===== src/rtl/sr_bank_rr_controller_pkg.sv =====
// Shared opcodes and FSM state encodings for the round-robin S/R bank controller.
package sr_bank_rr_controller_pkg;

    localparam logic [1:0] OP_LOAD   = 2'b00;
    localparam logic [1:0] OP_SET    = 2'b01;
    localparam logic [1:0] OP_CLEAR  = 2'b10;
    localparam logic [1:0] OP_TOGGLE = 2'b11;

    typedef enum logic [1:0] {
        ST_INIT  = 2'd0,
        ST_IDLE  = 2'd1,
        ST_ISSUE = 2'd2,
        ST_ACK   = 2'd3
    } state_t;

endpackage


===== src/rtl/sr_bank_rr_controller_if.sv =====
// Request/grant/data bundle between requesters (master) and the bank controller (slave).
interface sr_bank_rr_controller_if #(
    parameter int NREQ  = 4,
    parameter int WIDTH = 8
);
    logic [NREQ-1:0]       req;
    logic [2*NREQ-1:0]     op;
    logic [WIDTH*NREQ-1:0] data;
    logic [NREQ-1:0]       gnt;
    logic [NREQ-1:0]       ack;
    logic                  busy;
    logic [WIDTH-1:0]      q;

    modport master (output req, op, data, input gnt, ack, busy, q);
    modport slave  (input req, op, data, output gnt, ack, busy, q);
endinterface


===== src/rtl/sr_bank_rr_controller_bank.sv =====
// Reset-less storage bank: one S/R flip-flop per bit, cleared by the controller's INIT pass.
module sr_flipflop (
    input  logic i_clk,
    input  logic i_s,
    input  logic i_r,
    output logic o_q
);
    // S/R cell update; S=R=1 is kept away by the controller and treated as hold.
    always_ff @(posedge i_clk) begin
        case ({i_s, i_r})
            2'b10:   o_q <= 1'b1;
            2'b01:   o_q <= 1'b0;
            default: o_q <= o_q;
        endcase
    end
endmodule

module sr_bank #(
    parameter int WIDTH = 8
) (
    input  logic             i_clk,
    input  logic [WIDTH-1:0] i_sr_s,
    input  logic [WIDTH-1:0] i_sr_r,
    output logic [WIDTH-1:0] o_q
);
    for (genvar g = 0; g < WIDTH; g++) begin : g_cell
        sr_flipflop u_cell (
            .i_clk (i_clk),
            .i_s   (i_sr_s[g]),
            .i_r   (i_sr_r[g]),
            .o_q   (o_q[g])
        );
    end
endmodule


===== src/rtl/sr_bank_rr_controller.sv =====
// Round-robin arbiter + INIT/IDLE/ISSUE/ACK FSM turning granted commands into S/R vectors.
module sr_bank_rr_controller
    import sr_bank_rr_controller_pkg::*;
#(
    parameter int NREQ  = 4,
    parameter int WIDTH = 8
) (
    input  logic                    i_clk,
    input  logic                    i_rst,
    sr_bank_rr_controller_if.slave  bus
);
    localparam int PTR_W = $clog2(NREQ);

    state_t             r_state, w_state_nxt;
    logic [PTR_W-1:0]   r_ptr, w_ptr_nxt, r_win, w_win_nxt, w_arb_idx;
    logic               w_arb_any;
    logic [NREQ-1:0]    r_gnt, w_gnt_nxt, r_ack, w_ack_nxt;
    logic [WIDTH-1:0]   r_sr_s, r_sr_r, w_sr_s_nxt, w_sr_r_nxt;
    logic [WIDTH-1:0]   w_bank_s, w_bank_r, w_q, w_win_data;
    logic [1:0]         w_win_op;
    logic               r_busy, w_busy_nxt, r_init_clr;

    // Packs {S, R}; every branch keeps S and R disjoint bit by bit.
    function automatic logic [2*WIDTH-1:0] sr_encode(input logic [1:0] op,
                                                     input logic [WIDTH-1:0] d,
                                                     input logic [WIDTH-1:0] q);
        case (op)
            OP_LOAD:   sr_encode = {d, ~d};
            OP_SET:    sr_encode = {d, {WIDTH{1'b0}}};
            OP_CLEAR:  sr_encode = {{WIDTH{1'b0}}, d};
            OP_TOGGLE: sr_encode = {d & ~q, d & q};
            default:   sr_encode = {2*WIDTH{1'b0}};
        endcase
    endfunction

    // Rotating priority search starting one past the last served requester.
    always_comb begin
        logic [PTR_W-1:0] v_try;
        v_try     = {PTR_W{1'b0}};
        w_arb_idx = {PTR_W{1'b0}};
        w_arb_any = 1'b0;
        for (int k = 1; k <= NREQ; k++) begin
            v_try = PTR_W'((int'(r_ptr) + k) % NREQ);
            if (!w_arb_any && bus.req[v_try]) begin
                w_arb_any = 1'b1;
                w_arb_idx = v_try;
            end else begin
                w_arb_any = w_arb_any;
            end
        end
    end

    // Selects the current winner's opcode and data field.
    always_comb begin
        w_win_op   = 2'b00;
        w_win_data = {WIDTH{1'b0}};
        for (int i = 0; i < NREQ; i++) begin
            if (w_arb_idx == PTR_W'(i)) begin
                w_win_op   = bus.op[2*i +: 2];
                w_win_data = bus.data[WIDTH*i +: WIDTH];
            end else begin
                w_win_op   = w_win_op;
            end
        end
    end

    // FSM state register.
    always_ff @(posedge i_clk or posedge i_rst) begin
        if (i_rst) r_state <= ST_INIT;
        else       r_state <= w_state_nxt;
    end

    // FSM next-state logic.
    always_comb begin
        w_state_nxt = r_state;
        case (r_state)
            ST_INIT:  w_state_nxt = ST_IDLE;
            ST_IDLE:  w_state_nxt = w_arb_any ? ST_ISSUE : ST_IDLE;
            ST_ISSUE: w_state_nxt = ST_ACK;
            ST_ACK:   w_state_nxt = ST_IDLE;
            default:  w_state_nxt = ST_INIT;
        endcase
    end

    // FSM output logic: next values of the registered outputs.
    always_comb begin
        w_gnt_nxt  = {NREQ{1'b0}};
        w_ack_nxt  = {NREQ{1'b0}};
        w_sr_s_nxt = {WIDTH{1'b0}};
        w_sr_r_nxt = {WIDTH{1'b0}};
        w_ptr_nxt  = r_ptr;
        w_win_nxt  = r_win;
        w_busy_nxt = (w_state_nxt != ST_IDLE);
        case (r_state)
            ST_IDLE: begin
                if (w_arb_any) begin
                    w_gnt_nxt                = {{(NREQ-1){1'b0}}, 1'b1} << w_arb_idx;
                    {w_sr_s_nxt, w_sr_r_nxt} = sr_encode(w_win_op, w_win_data, w_q);
                    w_win_nxt                = w_arb_idx;
                end else begin
                    w_win_nxt = r_win;
                end
            end
            ST_ISSUE: w_ack_nxt = r_gnt;
            ST_ACK:   w_ptr_nxt = r_win;
            default:  w_ptr_nxt = r_ptr;
        endcase
    end

    // Output and bookkeeping registers; reset discards any S/R vector in flight.
    always_ff @(posedge i_clk or posedge i_rst) begin
        if (i_rst) begin
            r_gnt      <= {NREQ{1'b0}};
            r_ack      <= {NREQ{1'b0}};
            r_sr_s     <= {WIDTH{1'b0}};
            r_sr_r     <= {WIDTH{1'b0}};
            r_ptr      <= PTR_W'(NREQ - 1);
            r_win      <= {PTR_W{1'b0}};
            r_busy     <= 1'b1;
            r_init_clr <= 1'b1;
        end else begin
            r_gnt      <= w_gnt_nxt;
            r_ack      <= w_ack_nxt;
            r_sr_s     <= w_sr_s_nxt;
            r_sr_r     <= w_sr_r_nxt;
            r_ptr      <= w_ptr_nxt;
            r_win      <= w_win_nxt;
            r_busy     <= w_busy_nxt;
            r_init_clr <= 1'b0;
        end
    end

    // r_init_clr is high exactly for the INIT cycle, so the bank clears on the edge leaving INIT.
    assign w_bank_s = r_sr_s & ~{WIDTH{r_init_clr}};
    assign w_bank_r = r_sr_r | {WIDTH{r_init_clr}};

    sr_bank #(.WIDTH(WIDTH)) u_bank (
        .i_clk  (i_clk),
        .i_sr_s (w_bank_s),
        .i_sr_r (w_bank_r),
        .o_q    (w_q)
    );

    assign bus.gnt  = r_gnt;
    assign bus.ack  = r_ack;
    assign bus.busy = r_busy;
    assign bus.q    = w_q;

endmodule

===== src/flat_wrapper.sv =====
// flat-port wrapper written by rule: the top's interface ports become plain ports
module sr_bank_rr_controller_flat import sr_bank_rr_controller_pkg::*;
#(
    parameter int NREQ  = 4,
    parameter int WIDTH = 8
)
  (i_clk, i_rst, bus_req, bus_op, bus_data, bus_gnt, bus_ack, bus_busy, bus_q);
  sr_bank_rr_controller_if #(.NREQ(NREQ), .WIDTH(WIDTH)) bus_i ();
  input  logic i_clk;
  input  logic i_rst;
  input wire logic [$bits(bus_i.req)-1:0] bus_req;
  input wire logic [$bits(bus_i.op)-1:0] bus_op;
  input wire logic [$bits(bus_i.data)-1:0] bus_data;
  output wire logic [$bits(bus_i.gnt)-1:0] bus_gnt;
  output wire logic [$bits(bus_i.ack)-1:0] bus_ack;
  output wire logic [$bits(bus_i.busy)-1:0] bus_busy;
  output wire logic [$bits(bus_i.q)-1:0] bus_q;
  assign bus_i.req = bus_req;
  assign bus_i.op = bus_op;
  assign bus_i.data = bus_data;
  assign bus_gnt = bus_i.gnt;
  assign bus_ack = bus_i.ack;
  assign bus_busy = bus_i.busy;
  assign bus_q = bus_i.q;
  sr_bank_rr_controller #(.NREQ(NREQ), .WIDTH(WIDTH)) u_core (.i_clk(i_clk), .i_rst(i_rst), .bus(bus_i));
endmodule

===== config.mk =====
export PLATFORM = sky130hd
export DESIGN_NAME = sr_bank_rr_controller_flat
export DESIGN_NICKNAME = d
export VERILOG_FILES = /design/src/rtl/sr_bank_rr_controller_pkg.sv /design/src/rtl/sr_bank_rr_controller_if.sv /design/src/rtl/sr_bank_rr_controller_bank.sv /design/src/rtl/sr_bank_rr_controller.sv /design/src/flat_wrapper.sv
export SDC_FILE = /design/constraint.sdc
export NUM_CORES = 1
export LEC_CHECK = 0
export CAP_MARGIN = 10
export CORE_ASPECT_RATIO = 1.1
export CORE_MARGIN = 2
export CORE_UTILIZATION = 35
export DETAILED_ROUTE_END_ITERATION = 7
export GPL_TIMING_DRIVEN = 0
export HOLD_SLACK_MARGIN = 0.08
export PLACE_DENSITY = 0.63
export SLEW_MARGIN = 20
export SYNTH_ARGS = -nofsm -noshare
export SYNTH_HDL_FRONTEND = slang
export SYNTH_HIERARCHICAL = 1
export SYNTH_SLANG_ARGS = --single-unit

===== constraint.sdc =====
create_clock -name i_clk -period 2.25 [get_ports i_clk]
set_clock_uncertainty 0.2 [all_clocks]
set_input_delay 0.45 -clock i_clk [delete_from_list [all_inputs] [get_ports i_clk]]
set_output_delay 0.45 -clock i_clk [all_outputs]
set_load 0.02 [all_outputs]

; After elaboration in Yosys (flattened, before gate mapping)
; Cells that the tools add are included.
[classes]
reduce_logical = 19
order_cmp = 4
shifts = 1
bitwise_logic = 7
mux = 42
addsub = 4
n_eq_ne = 26
[op_table]
columns = cell, n
row1 = two-way mux 8 bit, 8
row2 = one-hot mux 16 bit (4 select lines), 1
row3 = equality test 2 bit (second input constant), 14
row4 = bitwise AND 8 bit, 3
row5 = NOT 8 bit, 3
row6 = equality test 2 x 1 -> 1 bit (second input constant), 11
row7 = two-way mux 2 bit, 9
row8 = one-hot mux 1 bit (2 select lines), 8
row9 = nonzero test 2 bit, 8
row10 = less-than comparator 2 x 3 -> 1 bit (second input constant), 4
row11 = two-way mux 4 bit, 3
row12 = binary-select mux 1 bit (select 2 bit), 4
row13 = two-way mux 1 bit, 8
row14 = OR 8 bit, 1
row15 = logical NOT 2 bit, 3
row16 = one-hot mux 2 bit (3 select lines), 1
row17 = adder 2 x 1 -> 2 bit (second input constant), 2
row18 = adder 2 bit (second input constant), 2
row19 = << shifter 1 x 2 -> 4 bit (first input constant), 1
row20 = logical AND 1 bit, 3
row21 = logical NOT 1 bit, 3
row22 = != test 2 x 1 -> 1 bit (second input constant), 1
row23 = AND reduction 2 bit, 1
row24 = OR reduction 2 bit, 1
[word_totals]
wordCells = 120
output_inout_bits = 17
reg_bits = 40
in_bits = 46

; Depth between registers and ports, before layout
[logic_depth]
word_depth = 22
mapped_depth = 9
depth_no_buf = 7

; Hierarchy
; Netlist, hierarchy kept.
[modules_own_cells]
columns = module, area_each_um2, cells_per_inst, seq_area_each_um2, instances
row1 = sr_bank_rr_controller, 1631.6, 137, 805.8, 1
row2 = sr_flipflop, 53.8, 5, 30.0, 8

; Least setup slack after synthesis
; Ideal clock, no wire load.
[synth_path]
kind = input port to flip-flop
start = input port bus_req[0]
end = register u_core.r_sr_r[6]
arrival_time_ns = 1.874
setup_slack_ns = 0.047
n_path_buf = 1
stages = 7
setup_time_ns = 0.129
required_ns = 1.921
path_cell_list = o21ai_0 > o21ai_0 > a211oi_2 > buf_2 > mux4_2 > nand2_1 > o22ai_1
[synth_between]
elab_chain_len = 21
word_cells_on_any_way = 43
cone_classes = eq/ne: 6 / mux: 27 / bitwise: 2 / reduce/logical: 8
[synth_lines]
columns = element, line_no
row1 = from (decl), flat_wrapper.sv:11  ; input wire logic [$bits(bus_i.req)-1:0] bus_req;
row2 = binary-select mux 1 bit (select 2 bit), sr_bank_rr_controller.sv:44  ; if (!w_arb_any && bus.req[v_try]) begin
row3 = two-way mux 1 bit (not written as such), sr_bank_rr_controller.sv:44
row4 = two-way mux 1 bit, sr_bank_rr_controller.sv:44
row5 = logical NOT 1 bit, sr_bank_rr_controller.sv:44
row6 = logical AND 1 bit, sr_bank_rr_controller.sv:44
row7 = two-way mux 1 bit, sr_bank_rr_controller.sv:44
row8 = logical NOT 1 bit, sr_bank_rr_controller.sv:44
row9 = logical AND 1 bit, sr_bank_rr_controller.sv:44
row10 = [... 3 more ...], --
row11 = two-way mux 2 bit, sr_bank_rr_controller.sv:44
row12 = logical NOT 2 bit, sr_bank_rr_controller.sv:58  ; if (w_arb_idx == PTR_W'(i)) begin
row13 = two-way mux 2 bit / two-way mux 8 bit (equally long branches) (4 in series), sr_bank_rr_controller.sv:58
row14 = "equality test 2 bit, or another cell as far along", sr_bank_rr_controller.sv:27  ; case (op)
row15 = one-hot mux 16 bit (4 select lines), sr_bank_rr_controller.sv:27
row16 = two-way mux 8 bit (*), sr_bank_rr_controller.sv:96  ; if (w_arb_any) begin
row17 = two-way mux 8 bit (*), sr_bank_rr_controller.sv:94  ; case (r_state)
row18 = named net u_core.w_sr_r_nxt[6], sr_bank_rr_controller.sv:18  ; logic [WIDTH-1:0] r_sr_s, r_sr_r, w_sr_s_nxt, w_sr_r_nxt;
row19 = to (signal assigned), sr_bank_rr_controller.sv:116  ; r_sr_r <= {WIDTH{1'b0}};
row20 = to (signal assigned), sr_bank_rr_controller.sv:125  ; r_sr_r <= w_sr_r_nxt;
row21 = to (decl), sr_bank_rr_controller.sv:18
; The timed path passes the listed nets; every way through them passes the cells marked *. The select of a mux whose other input is x is not followed.
; A chain may end at the register's enable or synchronous reset.

; Worst setup path in the final report
[layout_path]
start = input port bus_req[2]
end = register u_core.r_sr_s[3]
[layout_between]
elab_chain_len = 21
word_cells_on_any_way = 42
cone_classes = eq/ne: 6 / mux: 27 / bitwise: 1 / reduce/logical: 8
[layout_lines]
columns = element, line_no
row1 = binary-select mux 1 bit (select 2 bit), sr_bank_rr_controller.sv:44
row2 = two-way mux 1 bit (not written as such), sr_bank_rr_controller.sv:44
row3 = two-way mux 1 bit, sr_bank_rr_controller.sv:44
row4 = logical NOT 1 bit, sr_bank_rr_controller.sv:44
row5 = logical AND 1 bit, sr_bank_rr_controller.sv:44
row6 = two-way mux 1 bit, sr_bank_rr_controller.sv:44
row7 = logical NOT 1 bit, sr_bank_rr_controller.sv:44
row8 = logical AND 1 bit, sr_bank_rr_controller.sv:44
row9 = [... 3 more ...], --
row10 = two-way mux 2 bit, sr_bank_rr_controller.sv:44
row11 = logical NOT 2 bit, sr_bank_rr_controller.sv:58
row12 = two-way mux 2 bit / two-way mux 8 bit (equally long branches) (4 in series), sr_bank_rr_controller.sv:58
row13 = "equality test 2 bit, or another cell as far along", sr_bank_rr_controller.sv:27
row14 = one-hot mux 16 bit (4 select lines), sr_bank_rr_controller.sv:27
row15 = two-way mux 8 bit (*), sr_bank_rr_controller.sv:96
row16 = two-way mux 8 bit (*), sr_bank_rr_controller.sv:94
row17 = named net u_core.w_sr_s_nxt[3], sr_bank_rr_controller.sv:18
row18 = to (signal assigned), sr_bank_rr_controller.sv:115  ; r_sr_s <= {WIDTH{1'b0}};
row19 = to (signal assigned), sr_bank_rr_controller.sv:124  ; r_sr_s <= w_sr_s_nxt;
row20 = to (decl), sr_bank_rr_controller.sv:18
; Marks and branches as above.

==> results.toml <==
[yosys]
synth_warnings = 6
synth_top_family_by_area = "simple AND/OR/NAND/NOR gates"
synth_cells = 177
yosysSeqAreaShare_pct = 50.73
netlist_area_um2 = 2062
ys_types = 35
yosys.area_share.simple_pct = 15.66
synth-seq-cells = 40
synth_compound_area_share_pct = 8.859
synth_top_flop_cell = "dfrtp_1"
synth-async-reset-ratio_pct = 80.00
yosys.area_share.adder_pct = 4.854
synth_area_per_cell_um2 = 11.65
synth_edf_count = 8
synth_nets = 231
synth_xor_area_share_pct = 0
synthMuxAreaShare_pct = 12.92

[floorplanning]
coreArea_um2 = 5733
die_area_um2 = 6522
die_h_um = 84.50
start_util_pct = 35.97
num_io_pins = 63
die_w_um = 77.19
fp-row-count = 29

[sta]
rsz0062_at_grt = "true"
period_share_pct = 104.6
hold_violations = 0
min_period_ns = 2.353
worst_slack_ns = -0.1032
finalSetupViolations = 16
max_clock_freq_mhz = 425.0
tightest_slew_ns = 0.6475
relSlewSlack_pct = 56.77
hold_ws_ns = 0.2885
tns_ns = -1.364
final-max-slew-violation-count = 0

[grt]
grt_pass1_vias = 1633
grt_start_max_net_pins = 33
antenna_found_initial = 0
grt_pass1_wl_um = 7679
track_usage_pct = 15.38
grt-ovfl-total = 0

[routing]
firstDrtPassIters = 5
totalWireLength_um = 4770
drtIter0Drc = 61
drc = 0
drtAntennaViolNets = 0
vias = 1579
vias_per_cell = 4.617
drt-wirelength-per-cell_um = 13.95

[finish]
n_antenna_cell = 0
areaGrowthSynthToFinish_pct = 53.16
nets = 318
layout-drive-gt1-share_pct = 30.57
mostFrequentLayoutCells = "clkdlybuf4s50_1 (59), dfrtp_1 (28), inv_1 (26)"
utilization_pct = 55.09
layout_commonest_cell = "clkdlybuf4s50_1"

[setup_path]
worstPathRequired_ns = 2.28
start_kind = "primary input"
setup.worst_path.end_class = "flop"
crit_fanout = 6
crit_type = "primary input to flop"
r2r_cells = 9
cp.arrival_ns = 2.38

[status]
status = "complete, but fails checks"
violations = "setup timing"

[power_and_ir_drop]
power_density_nw_per_um2 = 1254
ir_drop_mv = 0.5773
power.internal_w = 0.002556
power_frac_comb_pct = 53.9
pwr-share-clk_pct = 15.1
power_frac_seq_pct = 31.0
p_leak_nw = 1.372
p_switching_w = 0.001404
swShare_pct = 35.45

[min_path]
whs_path_depth = 1
hold_path_class = "flop to flop"

[clocking]
cts_buffers = 5
insertion_delay_ns = 0.30
cts-root-buf = "clkbuf_8"
cts_tree = "built"
clockBufferDepth = 2
clkTransAtPathRegs_ns = 0.08
cts_hold_buf = 0
cts.sinks = 40
htreeDepth = 2

[place]
gp_congestion = 0.6814
pre_cts_slack_ns = -1.011
detailed_place_hpwl_um = 3314
numPortBuffers = 62

[run]
maxCapViolCount = 0
## power by group through the flow
stage | clock network, W | logic (W) | registers, W
floorplan | 0 | 0.000935 | 0.00132
global placement | 0 | 0.00154 | 0.00122
detailed placement | 0 | 0.00157 | 0.00123
CTS | 0.000611 | 0.00205 | 0.00122
global route | 0.000633 | 0.00230 | 0.00126
finish | 0.000598 | 0.00213 | 0.00123
## sequential cells by signal, indices dropped and copies added (netlist names)
name,cells
u_core/r_sr_r,8
u_core/r_sr_s,8
u_core/u_bank/g_cell.u_cell/o_q,8
u_core/bus.ack,4
u_core/bus.gnt,4
u_core/r_ptr,2
u_core/r_state,2
u_core/r_win,2
u_core/bus.busy,1
u_core/r_init_clr,1
## final cells by class
cell class,instances,area (um^2)
clock buffers,5,68.82
repair buffers,80,773.2
flip-flops and latches,40,1046
plain buffers,5,51.30
fillers,525,2575
inverters,27,101.3
well taps,77,96.34
clock inverters,3,47.55
multi-input cells,105,973.4
## critical path, cell delays in order
cell,delay (ns)
clkdlybuf4s50_1,0.45
o221a_2,0.31
buf_12,0.14
buf_8,0.13
mux2i_4,0.18
a22o_4,0.29
buf_12,0.15
o21ai_4,0.12
nor2b_1,0.15
## through the flow
stage / total power (W) / instance area (um^2) / std cells
global route: 0.004191 / 3158 / 342
CTS: 0.003882 / 3119 / 342
floorplan: 0.002255 / 2062 / 177
global placement: 0.002756 / 2779 / 316
detailed placement: 0.002799 / 2779 / 316
finish: 0.003960 / 3158 / 342
## layer usage
metal | GRT usage [%] | share of wire, % | routed length [um] | vias to the layer above
met1 | 18.15 | 42 | 2004 | 766
met3 | 4.194 | 4.2 | 199 | 6
met5 | 0 | 0 | 0 | -
li1 | - | - | - | 766
met2 | 26.72 | 52 | 2487 | 41
met4 | 5.844 | 1.7 | 79 | 0
## cell families (layout without fill, tap and decap cells)
| group | after synthesis | count (layout) |
|---|---|---|
| AO/OA/AOI/OAI | 27 | 27 |
| other | 1 | 1 |
| adder cells (fa/ha/maj) | 8 | 8 |
| buffers and inverters | 32 | 120 |
| AND/OR/NAND/NOR | 55 | 55 |
| multiplexers | 14 | 14 |
| flip-flops | 40 | 40 |
## timing repair
item,CTS,global route
setup endpoints to repair,21,19
gates resized for setup,32,15
pin swaps,11,6
hold endpoints to repair,0,0
setup buffers,18,0
## synth_stat cells (all sizes together), types with 8 or more instances
master	instances	area share, %
nand2	12	2.2
or2	9	2.7
o22ai	8	2.4
dfrtp	28	34
mux4	8	9.8
ha	8	4.9
o21ai	10	2.4
edfxtp	8	12
inv	27	4.9
nor2b	18	5.6
## final timing paths
| check | from | to | slack (ns) |
|---|---|---|---|
| setup reg to reg | u_core/r_ptr[1]$_DFFE_PP1N_ | u_core/r_sr_s[3]$_DFF_PP0_ | -0.10 |
| min in group asynchronous | i_rst | u_core/bus.ack[3]$_DFF_PP0_ | 0.36 |
| hold reg to reg | u_core/bus.gnt[3]$_DFF_PP0_ | u_core/bus.ack[3]$_DFF_PP0_ | 0.29 |
| hold / removal | u_core/bus.gnt[3]$_DFF_PP0_ | u_core/bus.ack[3]$_DFF_PP0_ | 0.29 |
| max in group asynchronous | i_rst | u_core/r_sr_s[0]$_DFF_PP0_ | 1.06 |
| setup / recovery | bus_req[2] | u_core/r_sr_s[3]$_DFF_PP0_ | -0.10 |
Note: power is estimated with default switching activity, not from simulation.
